## src/rtl/baud_gen_frac.sv

```systemverilog
`default_nettype none
// ============================================================================
// Module   : baud_gen_frac
// Purpose  : Fractional baud generator; optional bit enable via BAUD_GEN_FRAC_BIT_CE_EN
// Revision : 1.0
// ============================================================================
module baud_gen_frac #(
    parameter int FREQ_W     = 16,
    parameter int LIMIT_W    = 24,
    parameter int OVERSAMPLE = 16,
    parameter int DEF_FREQ   = 0,
    parameter int DEF_LIMIT  = 1
) (
    input  logic                          clock,
    input  logic                          reset_n,
    input  logic                          enable,
    input  logic                          cfg_valid,
    output logic                          cfg_ready,
    input  logic [FREQ_W-1:0]             baud_freq,
    input  logic [LIMIT_W-1:0]            baud_limit,
    output logic                          ce_os,
    output logic                          ce_bit,
    output logic [$clog2(OVERSAMPLE)-1:0] os_phase
);

    localparam int ACC_W = ((FREQ_W > LIMIT_W) ? FREQ_W : LIMIT_W) + 1;
    localparam int OS_W  = $clog2(OVERSAMPLE);

    logic [FREQ_W-1:0]  freq_q, freq_d, sh_freq_q, sh_freq_d;
    logic [LIMIT_W-1:0] limit_q, limit_d, sh_limit_q, sh_limit_d;
    logic [ACC_W-1:0]   acc_q, acc_d, freq_ext, limit_ext;
    logic               pend_q, pend_d;
    logic               ce_os_q, ce_os_d;
    logic               hit, apply, accept;

    assign freq_ext  = ACC_W'(freq_q);
    assign limit_ext = ACC_W'(limit_q);
    assign hit       = enable && (acc_q >= limit_ext);
    assign accept    = cfg_valid && !pend_q;
    // Pending config lands on a tick boundary, or immediately while idle.
    assign apply     = pend_q && (hit || !enable);

    always_comb begin
        freq_d     = freq_q;
        limit_d    = limit_q;
        sh_freq_d  = sh_freq_q;
        sh_limit_d = sh_limit_q;
        pend_d     = pend_q;
        acc_d      = acc_q;
        ce_os_d    = hit;
        if (accept) begin
            sh_freq_d  = baud_freq;
            sh_limit_d = baud_limit;
            pend_d     = 1'b1;
        end
        if (apply) begin
            freq_d  = sh_freq_q;
            limit_d = sh_limit_q;
            pend_d  = 1'b0;
        end
        if (!enable) begin
            acc_d = '0;
        end else if (hit) begin
            acc_d = apply ? '0 : (acc_q - limit_ext);
        end else begin
            acc_d = acc_q + freq_ext;
        end
    end

    always_ff @(posedge clock or negedge reset_n) begin
        if (!reset_n) begin
            freq_q     <= FREQ_W'(DEF_FREQ);
            limit_q    <= LIMIT_W'(DEF_LIMIT);
            sh_freq_q  <= '0;
            sh_limit_q <= '0;
            pend_q     <= 1'b0;
            acc_q      <= '0;
            ce_os_q    <= 1'b0;
        end else begin
            freq_q     <= freq_d;
            limit_q    <= limit_d;
            sh_freq_q  <= sh_freq_d;
            sh_limit_q <= sh_limit_d;
            pend_q     <= pend_d;
            acc_q      <= acc_d;
            ce_os_q    <= ce_os_d;
        end
    end

    assign cfg_ready = !pend_q;
    assign ce_os     = ce_os_q;

`ifdef BAUD_GEN_FRAC_BIT_CE_EN
    logic [OS_W-1:0] os_cnt_q, os_cnt_d;
    logic            ce_bit_q, ce_bit_d;

    // ce_bit uses the pre-apply count; the counter itself restarts on apply.
    always_comb begin
        os_cnt_d = os_cnt_q;
        ce_bit_d = 1'b0;
        if (!enable) begin
            os_cnt_d = '0;
        end else if (hit) begin
            ce_bit_d = (os_cnt_q == OS_W'(OVERSAMPLE - 1));
            if (apply || ce_bit_d) begin
                os_cnt_d = '0;
            end else begin
                os_cnt_d = os_cnt_q + OS_W'(1);
            end
        end
    end

    always_ff @(posedge clock or negedge reset_n) begin
        if (!reset_n) begin
            os_cnt_q <= '0;
            ce_bit_q <= 1'b0;
        end else begin
            os_cnt_q <= os_cnt_d;
            ce_bit_q <= ce_bit_d;
        end
    end

    assign ce_bit   = ce_bit_q;
    assign os_phase = os_cnt_q;
`else
    assign ce_bit   = 1'b0;
    assign os_phase = '0;
`endif

endmodule
`default_nettype wire

```

## config.mk

```make
export PLATFORM = sky130hd
export DESIGN_NAME = baud_gen_frac
export DESIGN_NICKNAME = d
export VERILOG_FILES = /design/src/rtl/baud_gen_frac.sv
export SDC_FILE = /design/constraint.sdc
export NUM_CORES = 1
export LEC_CHECK = 0
export ABC_AREA = 1
export BUFFER_PORTS_ARGS = -buffer_cell sky130_fd_sc_hd__buf_2
export CORE_MARGIN = 1.5
export CORE_UTILIZATION = 28
export DETAILED_ROUTE_END_ITERATION = 8
export PLACE_DENSITY = 0.52
export SETUP_SLACK_MARGIN = 0.3
export SYNTH_ARGS = -nofsm -noshare
export SYNTH_HDL_FRONTEND = slang
export SYNTH_SLANG_ARGS = --single-unit
```

## constraint.sdc

```tcl
create_clock -name clock -period 2.1 [get_ports clock]
set_clock_uncertainty 0.2 [all_clocks]
set_input_delay 0.21 -clock clock [delete_from_list [all_inputs] [get_ports clock]]
set_output_delay 0.21 -clock clock [all_outputs]
set_load 0.01 [all_outputs]
```

Word-level counts from Yosys, hierarchy flattened
Index checks and enable logic that the tools add are counted.
{"block": "word_totals", "elab_cells": 22, "output_inout_bits": 7, "regBits": 107}
{"block": "classes", "mux": 5, "addsub": 2, "n_reduce_logical": 7, "magnitude_cmp": 1}
{"op": "25-bit 2-to-1 mux", "count": 3}
{"op": "25-bit by 16-bit adder with 25-bit output", "count": 1}
{"op": "25-bit by 24-bit greater-or-equal comparator with 1-bit output", "count": 1}
{"op": "25-bit by 24-bit subtractor with 25-bit output", "count": 1}
{"op": "1-bit logical AND", "count": 3}
{"op": "1-bit logical NOT", "count": 2}
{"op": "1-bit 2-to-1 mux", "count": 2}
{"op": "2-bit nonzero test", "count": 1}
{"op": "1-bit logical OR", "count": 1}

Depth between registers and ports, before layout
{"block": "logic_depth", "word_depth": 7, "depth_mapped": 16}

Worst setup path before layout
OpenSTA, ideal clock, no wires.
{"block": "synth_path", "path_kind": "reg2reg", "start": "register limit_q[0]", "end": "register acc_q[16]", "arrival_time_ns": 1.853, "stages_incl_launch_ff": 14, "period_less_slack_ns": 2.165, "required_time_ns": 1.787, "slack_ns": -0.065, "cell_sequence": "dfstp_2 > ha_1 > inv_1 > fa_1 > nand3_1 > nand3_1 > nand2_1 > nand2_1 > nand2_1 > nand4_1 > nand3_1 > nand2_1 > nand2_1 > inv_1"}
{"block": "synth_via", "elab_chain_cells": 7, "elab_cells_between_ends": 8, "cone_classes": "add/sub (1); order compare (1); mux (3); reduce/logical (3)"}
{"element": "start: declaration", "line_no": "30", "rtl": "logic [LIMIT_W-1:0] limit_q, limit_d, sh_limit_q, sh_limit_d;"}
{"element": "start signal: assignment", "line_no": "73", "rtl": "limit_q <= LIMIT_W'(DEF_LIMIT);"}
{"element": "start signal: assignment", "line_no": "81", "rtl": "limit_q <= limit_d;"}
{"element": "25-bit by 24-bit greater-or-equal comparator with 1-bit output", "line_no": "38", "rtl": "assign hit = enable && (acc_q >= limit_ext);"}
{"element": "1-bit logical AND", "line_no": "38"}
{"element": "1-bit logical OR", "line_no": "41", "rtl": "assign apply = pend_q && (hit || !enable);"}
{"element": "1-bit logical AND", "line_no": "41"}
{"element": "25-bit 2-to-1 mux", "line_no": "64", "rtl": "acc_d = apply ? '0 : (acc_q - limit_ext);"}
{"element": "25-bit 2-to-1 mux *", "line_no": "63", "rtl": "end else if (hit) begin"}
{"element": "25-bit 2-to-1 mux *", "line_no": "61", "rtl": "if (!enable) begin"}
{"element": "via acc_d[16]", "line_no": "31", "rtl": "logic [ACC_W-1:0] acc_q, acc_d, freq_ext, limit_ext;"}
{"element": "end signal: assignment", "line_no": "77", "rtl": "acc_q <= '0;"}
{"element": "end signal: assignment", "line_no": "85", "rtl": "acc_q <= acc_d;"}
{"element": "end: declaration", "line_no": "31"}
Mark *: on every way through the listed nets, which the timed path passes. The rest lies on a longest branch.
A chain may end at the register's enable or synchronous reset.

Final worst setup path
{"block": "layout_path", "start": "register acc_q[7]", "end": "register freq_q[8]"}
{"block": "layout_via", "elab_chain_cells": 4}
{"element": "25-bit by 24-bit greater-or-equal comparator with 1-bit output", "line_no": "38"}
{"element": "1-bit logical AND", "line_no": "38"}
{"element": "1-bit logical OR", "line_no": "41"}
{"element": "1-bit logical AND", "line_no": "41"}
{"element": "end signal: assignment", "line_no": "72", "rtl": "freq_q <= FREQ_W'(DEF_FREQ);"}
{"element": "end signal: assignment", "line_no": "80", "rtl": "freq_q <= freq_d;"}
{"element": "end: declaration", "line_no": "29", "rtl": "logic [FREQ_W-1:0] freq_q, freq_d, sh_freq_q, sh_freq_d;"}
No other way between the ends.

==> results.md <==
- Status: complete, but fails checks
- Failing checks: design-rule violations, negative setup slack
- CTS clk-pin slew, worst paths: 80 ps
- Final WL: 23.76 mm
- CTS tree: built
- Vias after detailed routing: 7,476
- Total die area: 0.02777 mm²
- Port bufs: 45
- Final instance area: 0.01191 mm²
- Synth warnings: 0
- Placed Cells incl. Taps: 1,556
- Worst Tran Pin Value: 518.6 ps
- Area share of the largest cell type after synthesis: 35.37%
- Register area: 0.002700 mm²
- Post-synthesis register bit count: 107
- Max transition margin: 65.43%
- Die Ht: 166.6 µm
- Max-slew violations: 0
- Final worst slack: -197.3 ps
- CP peak stage delay: 460 ps
- Largest net degree at the start of global routing: 42
- Power density cells: 1856 mW/mm²
- Core ar.: 0.02621 mm²
- Buf/Inv on CP: 2
- Die X: 166.6 µm
- Layout fillers: 2,508
- GRT overflow: 0
- Commonest cells after routing, fill and taps aside: nand2_1 (272), buf_4 (177), inv_1 (137), nand2_2 (102), dfrtp_1 (89)
- H-Tree Depth: 3
- DRC viols: 2
- Synthesis-to-layout area growth: 58.82%
- Later-pin clock latency in the skew report: 360 ps
- Worst Setup Start Kind: flip-flop
- Non-filler cells in the finished layout: 1,671
- Setup TNS: -9669 ps
- Critical path type: reg -> reg
- Ports: 51
- Synth cell types: 38
- Cell area after placement: 0.009379 mm²
- Multi-input gate area in the final layout: 0.005394 mm²
- Routed Antenna Nets: 0
- Post-synthesis cell count: 1,050
- Layout net count: 1,417
- Worst Path Arrival: 2360 ps
- N_diodes: 0
- Area leader, netlist: dfrtp_1
- Setup-failing EPs final: 66
- RSZ-0062 raised after global routing: yes
- First-pass GRT wire length: 37.81 mm
- Worst hold-check path type: in -> reg
- Max-cap violations: 0
- FMAX: 435.3 MHz
- Std cell rows: 59
- Drt first pass iters: 7
- Root Driver: clkbuf_16
- Routed length per instance: 14.22 µm
- TritonCTS buffer count: 9
- Mean area per synthesized cell: 7.141 µm²
- Placer congestion estimate: 0.9532
- TritonCTS Sinks: 107
- Required time of the critical path: 2160 ps
- Critical-path top delay cell: dfrtp_2
- Critical Path End Type: flip-flop
- Starting Density: 28.61%
- Lkg Pwr: 6.148 nW
- Worst-path fanout max: 7
- Share of cells above drive strength 1: 45.66%
- Max VDD drop: 773.7 µV
- Longest Clk Path Bufs: 2
- GR Util All Layers: 17.33%
- Synth Cell Area: 0.007498 mm²
- Vias per cell: 4.474
- Seq/Total Area, Yosys: 35.73%
- Vias in the first global route: 7,450
- Minimum clock period after layout: 2297 ps
- Commonest non-fill, non-tap cell in the layout: nand2_1
- Largest cells by area after synthesis: dfrtp_1 (35%), nand2_1 (20%), inv_1 (8.3%), ha_1 (6.7%), nand3_1 (6.3%)
- Initial antenna violation count: 0
- Worst path cell trace: ha_4 > nand2_2 > nor2_4 > nand2_4 > nor3_4 > nor2_4 > nand4_4 > nand2_4 > buf_12 > clkbuf_16 > nand2_1 > nand2_1
- Final hold vios: 0
- Hold_ws: 36.59 ps
- Top delay family on crit path: simple AND/OR/NAND/NOR gates
- Hpwl dp: 17.44 mm
- Crit share post-route: 109.4%
- Initial DRC Count: 308
[layout make-up]
type                    count  share of cell area (%)
well taps                 335                   3.520
clock inverters             7                  0.5673
multi-input cells         755                   45.29
repair buffers            292                   20.80
clock buffers               9                   1.891
inverters                 166                   5.253
flip-flops and latches    107                   22.67
[per-layer routing]
layer,vias to the layer above,wire length (µm),share of wire [%],track usage (%)
li1,3831,-,-,-
met5,-,0,0,0
met4,0,416,1.8,5.138
met1,3497,11030,46,22.92
met3,27,558,2.3,1.592
met2,121,11750,49,30.00
[registers in the layout, summed over array words and instances, names as in the netlist]
register,flops
pend_q,1
sh_limit_q,24
acc_q,25
sh_freq_q,16
ce_os,1
limit_q,24
freq_q,16
[cell families (layout without fill, tap and decap cells)]
family	count (synthesis)	count (layout)	share of synthesized area, %
buf+inv	192	474	10.78
compound gates	47	47	3.471
flops	107	107	35.73
other cells	1	5	0.05001
mux	40	40	6.007
xor+xnor	23	23	2.686
simple gates	598	598	34.07
fa+ha+maj	42	42	7.208
[per-stage QoR]
stage | setup WS, ps | power, W | util (%)
final | -197.3 | 0.02210 | 45.44
after global routing | -275.3 | 0.02383 | 45.44
after floorplan | 39.60 | 0.01078 | -
after CTS | -147.5 | 0.01951 | 41.66
after global placement | -287.0 | 0.01552 | 35.79
after detailed placement | -308.5 | 0.01563 | 35.79
[where the power goes]
part           internal, W  total (W)  switching, W  leakage (nW)
Clock             0.000839    0.00172      0.000880         0.145
Sequential         0.00306    0.00394      0.000878          1.29
Combinational      0.00801     0.0164       0.00844          4.71
[synthesized netlist by cell type (all sizes together)]
| master | n |
|---|---|
| nand3 | 97 |
| nor3 | 5 |
| a21oi | 28 |
| dfrtp | 106 |
| fa | 2 |
| o21ai | 15 |
| inv | 166 |
| conb | 1 |
| o21bai | 4 |
| buf | 20 |
| nand3b | 7 |
| dfstp | 1 |
| xnor2 | 13 |
| ha | 40 |
| nor2 | 60 |
| nor4 | 2 |
| or2 | 2 |
| clkbuf | 6 |
| mux2 | 40 |
| nand4 | 17 |
| xor2 | 10 |
| and2 | 1 |
| nand2 | 407 |
[path summary, 6_finish.rpt]
kind                                        startpoint  slack [ps]                   endpoint  cells after the start
worst max-delay path                acc_q[7]$_DFF_PN0_        -200      freq_q[8]$_DFFE_PN0P_                     12
worst min-delay path                            enable          40         acc_q[2]$_DFF_PN0_                      3
worst max register to register      acc_q[7]$_DFF_PN0_        -200      freq_q[8]$_DFFE_PN0P_                     12
worst min register to register  limit_q[6]$_DFFE_PN0P_         280     limit_q[6]$_DFFE_PN0P_                      2
max in group asynchronous                      reset_n         950     limit_q[0]$_DFFE_PN1P_                      3
min in group asynchronous                      reset_n         140  sh_freq_q[12]$_DFFE_PN0P_                      2
[tightest hold or removal path, stage by stage]
cell and delay, ps:
buf_2 170, nand4_1 120, o21ai_1 60
[repair_timing]
action / CTS / global route
hold endpoints to repair: 76 / 0
cloned: 4 / 2
resized for setup: 130 / 210
endpoints found under the setup margin: 67 / 67
pin swaps: 28 / 64
buffers inserted: 26 / 26
hold buffers: 41 / 0
Note: power is estimated with default switching activity, not from simulation.
